--- config.mk ---
export PLATFORM = sky130hd
export DESIGN_NAME = dsi_lane_hs_sequencer
export DESIGN_NICKNAME = d
export VERILOG_FILES = /design/src/rtl/dsi_lane_hs_sequencer.sv
export SDC_FILE = /design/constraint.sdc
export NUM_CORES = 1
export LEC_CHECK = 0
export BUFFER_PORTS_ARGS = -buffer_cell sky130_fd_sc_hd__buf_4
export CAP_MARGIN = 40
export CORE_UTILIZATION = 59
export CTS_BUF_LIST = sky130_fd_sc_hd__clkbuf_16
export CTS_CLUSTER_DIAMETER = 150
export DETAILED_ROUTE_END_ITERATION = 16
export GPL_ROUTABILITY_DRIVEN = 0
export MAX_ROUTING_LAYER = met4
export PLACE_DENSITY = 0.94
export SLEW_MARGIN = 20
export SYNTH_ARGS = -nofsm -noshare
export SYNTH_HDL_FRONTEND = slang
export SYNTH_SLANG_ARGS = --single-unit
--- constraint.sdc ---
create_clock -name clk -period 3.7 [get_ports clk]
set_input_delay 0.185 -clock clk [delete_from_list [all_inputs] [get_ports clk]]
set_output_delay 0.185 -clock clk [all_outputs]
set_load 0.005 [all_outputs]
--- src/rtl/dsi_lane_hs_sequencer.sv ---
// Per-lane D-PHY transmit sequencer. Walks one HS burst
// LP-11 -> LP-01 -> LP-00 -> HS-zero -> sync -> payload -> trail -> LP-11
// and paces the upstream bridge with data_rqst.
//
// Line outputs (lp_p, lp_n, hs_en, hs_data) are registered from the current
// state, so the line is a one-byte-clock delayed image of the state sequence.
// This keeps protocol bytes and payload bytes in one gap-free stream: the sync
// byte leaves during the first DATA cycle and each payload byte leaves the
// cycle after it is consumed.
//
// Handshake with the bridge: data_rqst is a ready. In DATA, inp_data (the
// valid side, always present while a burst is open) is consumed on every
// clock edge where data_rqst is high. In IDLE, data_rqst high means a
// start_rqst is accepted on this edge; start_rqst outside IDLE is ignored.
module dsi_lane_hs_sequencer #(
    parameter int T_LPX        = 2,
    parameter int T_HS_PREPARE = 3,
    parameter int T_HS_ZERO    = 6,
    parameter int T_HS_TRAIL   = 4,
    parameter int T_HS_EXIT    = 4
) (
    input  logic       clk,
    input  logic       rst_n,
    input  logic       mode_lp,
    input  logic       start_rqst,
    input  logic       fin_rqst,
    input  logic [7:0] inp_data,
    output logic       data_rqst,
    output logic       hs_en,
    output logic [7:0] hs_data,
    output logic       lp_p,
    output logic       lp_n,
    output logic       busy,
    output logic       err_lp_rqst
);

    localparam logic [2:0] S_IDLE  = 3'd0;
    localparam logic [2:0] S_LPX   = 3'd1;
    localparam logic [2:0] S_PREP  = 3'd2;
    localparam logic [2:0] S_ZERO  = 3'd3;
    localparam logic [2:0] S_SYNC  = 3'd4;
    localparam logic [2:0] S_DATA  = 3'd5;
    localparam logic [2:0] S_TRAIL = 3'd6;
    localparam logic [2:0] S_EXIT  = 3'd7;

    // 0xB8 bit-reversed, because the serializer shifts hs_data[7] out first
    localparam logic [7:0] SYNC_BYTE = 8'h1D;

    logic [2:0] state;
    logic [2:0] state_nxt;
    logic [7:0] timer;
    logic [7:0] timer_nxt;
    logic       fin_seen;
    logic       last_bit;
    logic       start_hs;

    // Timer preload for a timed state: param - 1, so the state lasts param cycles
    function automatic logic [7:0] timer_load(input logic [2:0] s);
        case (s)
            S_LPX:   timer_load = 8'(T_LPX - 1);
            S_PREP:  timer_load = 8'(T_HS_PREPARE - 1);
            S_ZERO:  timer_load = 8'(T_HS_ZERO - 1);
            S_TRAIL: timer_load = 8'(T_HS_TRAIL - 1);
            S_EXIT:  timer_load = 8'(T_HS_EXIT - 1);
            default: timer_load = 8'd0;
        endcase
    endfunction

    assign start_hs  = (state == S_IDLE) && start_rqst && !mode_lp;
    assign data_rqst = (state == S_IDLE) || (state == S_DATA);

    // Next-state decode: timed states leave when the timer reads 0
    always_comb begin
        state_nxt = state;
        case (state)
            S_IDLE:  if (start_hs)              state_nxt = S_LPX;
            S_LPX:   if (timer == 8'd0)         state_nxt = S_PREP;
            S_PREP:  if (timer == 8'd0)         state_nxt = S_ZERO;
            S_ZERO:  if (timer == 8'd0)         state_nxt = S_SYNC;
            S_SYNC:                             state_nxt = S_DATA;
            S_DATA:  if (fin_rqst || fin_seen)  state_nxt = S_TRAIL;
            S_TRAIL: if (timer == 8'd0)         state_nxt = S_EXIT;
            S_EXIT:  if (timer == 8'd0)         state_nxt = S_IDLE;
            default:                            state_nxt = S_IDLE;
        endcase
    end

    // Timer reloads on every state change, otherwise counts down to 0 and holds
    always_comb begin
        timer_nxt = timer;
        if (state_nxt != state) begin
            timer_nxt = timer_load(state_nxt);
        end else if (timer != 8'd0) begin
            timer_nxt = timer - 8'd1;
        end
    end

    // State, timer, early-finish flag and the last payload bit for the trail
    always_ff @(posedge clk or negedge rst_n) begin
        if (!rst_n) begin
            state    <= S_IDLE;
            timer    <= 8'd0;
            fin_seen <= 1'b0;
            last_bit <= 1'b0;
        end else begin
            state <= state_nxt;
            timer <= timer_nxt;
            // A finish before DATA means the fifo held a single byte
            if (start_hs) begin
                fin_seen <= 1'b0;
            end else if (fin_rqst && (state inside {S_LPX, S_PREP, S_ZERO, S_SYNC})) begin
                fin_seen <= 1'b1;
            end
            if ((state == S_DATA) && (state_nxt == S_TRAIL)) begin
                last_bit <= inp_data[0];
            end
        end
    end

    // Registered outputs: line image of the current state, busy and error pulse
    always_ff @(posedge clk or negedge rst_n) begin
        if (!rst_n) begin
            lp_p        <= 1'b1;
            lp_n        <= 1'b1;
            hs_en       <= 1'b0;
            hs_data     <= 8'h00;
            busy        <= 1'b0;
            err_lp_rqst <= 1'b0;
        end else begin
            busy        <= (state_nxt != S_IDLE);
            err_lp_rqst <= (state == S_IDLE) && start_rqst && mode_lp;
            case (state)
                S_LPX: begin
                    lp_p <= 1'b0; lp_n <= 1'b1; hs_en <= 1'b0; hs_data <= 8'h00;
                end
                S_PREP: begin
                    lp_p <= 1'b0; lp_n <= 1'b0; hs_en <= 1'b0; hs_data <= 8'h00;
                end
                S_ZERO: begin
                    lp_p <= 1'b0; lp_n <= 1'b0; hs_en <= 1'b1; hs_data <= 8'h00;
                end
                S_SYNC: begin
                    lp_p <= 1'b0; lp_n <= 1'b0; hs_en <= 1'b1; hs_data <= SYNC_BYTE;
                end
                S_DATA: begin
                    lp_p <= 1'b0; lp_n <= 1'b0; hs_en <= 1'b1; hs_data <= inp_data;
                end
                S_TRAIL: begin
                    lp_p <= 1'b0; lp_n <= 1'b0; hs_en <= 1'b1; hs_data <= {8{~last_bit}};
                end
                default: begin
                    lp_p <= 1'b1; lp_n <= 1'b1; hs_en <= 1'b0; hs_data <= 8'h00;
                end
            endcase
        end
    end

endmodule

==> metrics.md <==
| Metric | Value |
|---|---|
| H-Tree Depth | `1` |
| CP arrival | `roughly 3.0 ns` |
| PortBufs | `26` |
| Placed cell areas | `about 1800 µm²` |
| Final hold vios | `0` |
| Initial antenna violation count | `0` |
| Post-synth EDFFs | `0` |
| Seq/Total Area, Yosys | `0.413` |
| Worst setup SP type | `register` |
| Ys flop type | `dfrtp_1` |
| Rel. slew slack | `0.534` |
| Synth top area share | `0.379` |
| Post-CTS setup buffer count | `0` |
| Antenna Nets Post-Route | `0` |
| PwrDens | `between 1000 and 1500 nW/µm²` |
| Nets | `205` |
| Diode count | `0` |
| Syn Area/Cell | `9.71 µm²` |
| Area delta synth->final | `18.0%` |
| Setup Skew | `about 0.0025 ns` |
| Io pins | `27` |
| Reg2reg start | `state[2]` |
| Num CTS Buffers | `3` |
| Cells after Synth | `between 150 and 200` |
| Vias in the first global route | `roughly 1200` |
| Slew Viols, Final | `0` |
| DRT Wirelength | `roughly 3.5 mm` |
| Slew @ Worst Pin | `roughly 0.7 ns` |
| Crit end category | `register` |
| Leak Pwr | `approximately 0.00083 µW` |
| Post-synth top cells | `dfrtp_1, nand2_1, a21oi_1, nor2_1, o21ai_0` |
| Clk buf depth | `2` |
| RSZ-0062 raised after global routing | `no` |
| Die ar. | `2890 µm²` |
| CTS root buf | `clkbuf_16` |
| Hold Path Origin | `inp_data[0]` |
| First-pass iteration count of the detailed router | `4` |
| Fin crit share | `0.758` |
| Fill cells | `around 180` |
| Comb power frac | `0.533` |
| Global-route wire length before repair | `about 5.7 mm` |
| Core Util, Final | `0.747` |
| Top-count cell post-synth | `dfrtp_1` |
| HP Class | `in2reg` |
| Die width | `53.8 µm` |
| Status | `complete, no violations` |
| Global-route usage over all layers | `0.283` |
| Final setup viols | `0` |
| Initial DRC count | `between 50 and 60` |
| Sw Share | `0.420` |
| Via count | `about 1300` |
| Die height | `around 54 µm` |
| Global route total overflow | `0` |
| Post-detail-place hpwl | `between 2 and 2.5 mm` |
| Share of post-route cells with drive strength above 1 | `0.278` |
| Clock power share | `0.167` |
| Initial core utilization | `0.633` |
| Core box area | `~2500 µm²` |
| Clock sinks | `26` |
| Drc violations | `0` |
| MaxCap Viol Count | `0` |
| Area leader, netlist | `dfrtp_1` |
| Post-synth ARST share | `1.00` |
| Critical path type | `reg2reg` |
| Distinct cell type count of the synthesized netlist | `57` |
| Avg Vias per Cell | `6.06` |
| Final instance area | `between 1500 and 2000 µm²` |
| Wire per inst | `about 16 µm` |
| Critical Path Start | `state[2]` |
| Worst EP required | `slightly below 4 ns` |
| Hold slack | `about 0.17 ns` |
| Synth area leaders | `dfrtp_1, a21oi_1, nand2_1, dfstp_2, nor2_1` |
| CP max FO | `19` |
| Crit path time final | `2.81 ns` |
| P_int | `between 1000 and 1500 µW` |
| CTS tree | `yes` |
| Sequential share of power | `0.300` |
| Achievable Freq | `around 360 MHz` |
| Site row count | `18` |
| Syn nets | `180` |
| Clk Latency, worst-skew pair | `between 0.2 and 0.3 ns` |
| Clk pin slew, worst setup/hold paths | `about 0.07 ns` |
| Largest net degree at the start of global routing | `27` |
| Switch Pwr | `791 µW` |
| FF+latch count, synth | `26` |
| Mapped cell area | `between 1500 and 2000 µm²` |
| Syn. warnings | `0` |
| Worst VDD drop | `0.658 mV` |
| Total negative slack | `0 ns` |
-- layer usage --
metal / track usage / part of all wire
met2: 0.461 / 0.50
met3: 0.0424 / 0.069
met1: 0.340 / 0.41
met4: 0.136 / 0.023
met5: - / 0
-- cell type report --
cell class / instances / area [µm²] / area share
inverters: 7 / 28.8 / 0.0154
repair buffers: 27 / 205 / 0.110
flip-flops and latches: 26 / 653 / 0.350
clock inverters: 1 / 30.0 / 0.0161
well taps: 30 / 37.5 / 0.0201
clock buffers: 3 / 75.1 / 0.0402
multi-input cells: 123 / 838 / 0.449
-- critical path, stage by stage, from the launching register on --
cell and delay, ns:
dfrtp_1 0.69, inv_1 0.37, ha_1 0.32, or3_4 0.41
a21oi_1 0.21, o311ai_2 0.19, and2_4 0.21, o31a_1 0.29
-- per-stage QoR --
step | total power (µW) | worst slack (ns) | std cells
floorplan | 1310 | 1.39 | 163
global route | 2030 | 0.719 | 217
global placement | 1500 | 1.10 | 212
detailed placement | 1550 | 0.991 | 212
CTS | 1870 | 0.940 | 217
finish | 1880 | 0.894 | 217
-- flip-flops by register name (all words and copies together), names as in the netlist --
signal and cells:
hs_data 8, timer 8, state 3, busy 1, err_lp_rqst 1, fin_seen 1
hs_en 1, last_bit 1, lp_n 1, lp_p 1
-- path summary, 6_finish.rpt --
path                                    end  slack [ns]  cells past startpoint
worst max-delay path               timer[0]        0.89                      7
worst min-delay path               last_bit        0.17                      2
worst max register to register     timer[0]        0.89                      7
worst min register to register     last_bit        0.52                      1
max in group asynchronous              lp_p        3.04                      2
min in group asynchronous       err_lp_rqst        0.37                      2
-- power by group through the flow --
stage | combinational (µW) | sequential (µW) | clock, µW
floorplan | 814 | 497 | 0
global placement | 943 | 552 | 0
detailed placement | 981 | 565 | 0
CTS | 996 | 562 | 315
global route | 1120 | 589 | 325
finish | 1000 | 564 | 313
-- kinds of logic (layout without fill, tap and decap cells) --
group | Yosys count | after routing | share of synthesized area
adders and majority gates | 4 | 4 | 0.0316
AOI/OAI and AO/OA | 43 | 43 | 0.194
buffers and inverters | 14 | 38 | 0.0577
muxes | 1 | 1 | 0.00711
and+or+nand+nor | 69 | 69 | 0.263
DFF | 26 | 26 | 0.413
xor gates and xnor gates | 6 | 6 | 0.0332
-- layout by cell type, fill, tap and decap left out, types with 2 or more instances in the layout --
cell       count
xor2_1         2
o21ai_0        8
xnor2_1        4
clkbuf_16      3
nor2b_1        2
nand4_1        2
buf_4         26
a21oi_1       14
nor3_1         3
nor2_1        14
dfrtp_1       24
nor4b_1        2
or3_2          2
nand3_1        7
ha_1           4
inv_1          6
nand2b_1       5
dfstp_2        2
nand2_1       15
a22oi_1        2
o2111ai_1      2
nor3_2         2
o21a_1         3
-- repair_timing --
item | in CTS | in global routing
hold buffers | 1 | 0
resized for setup | 0 | 0
setup endpoints to repair | 0 | 0
hold endpoints to repair | 24 | 0
(Power assumes the default switching activity.)
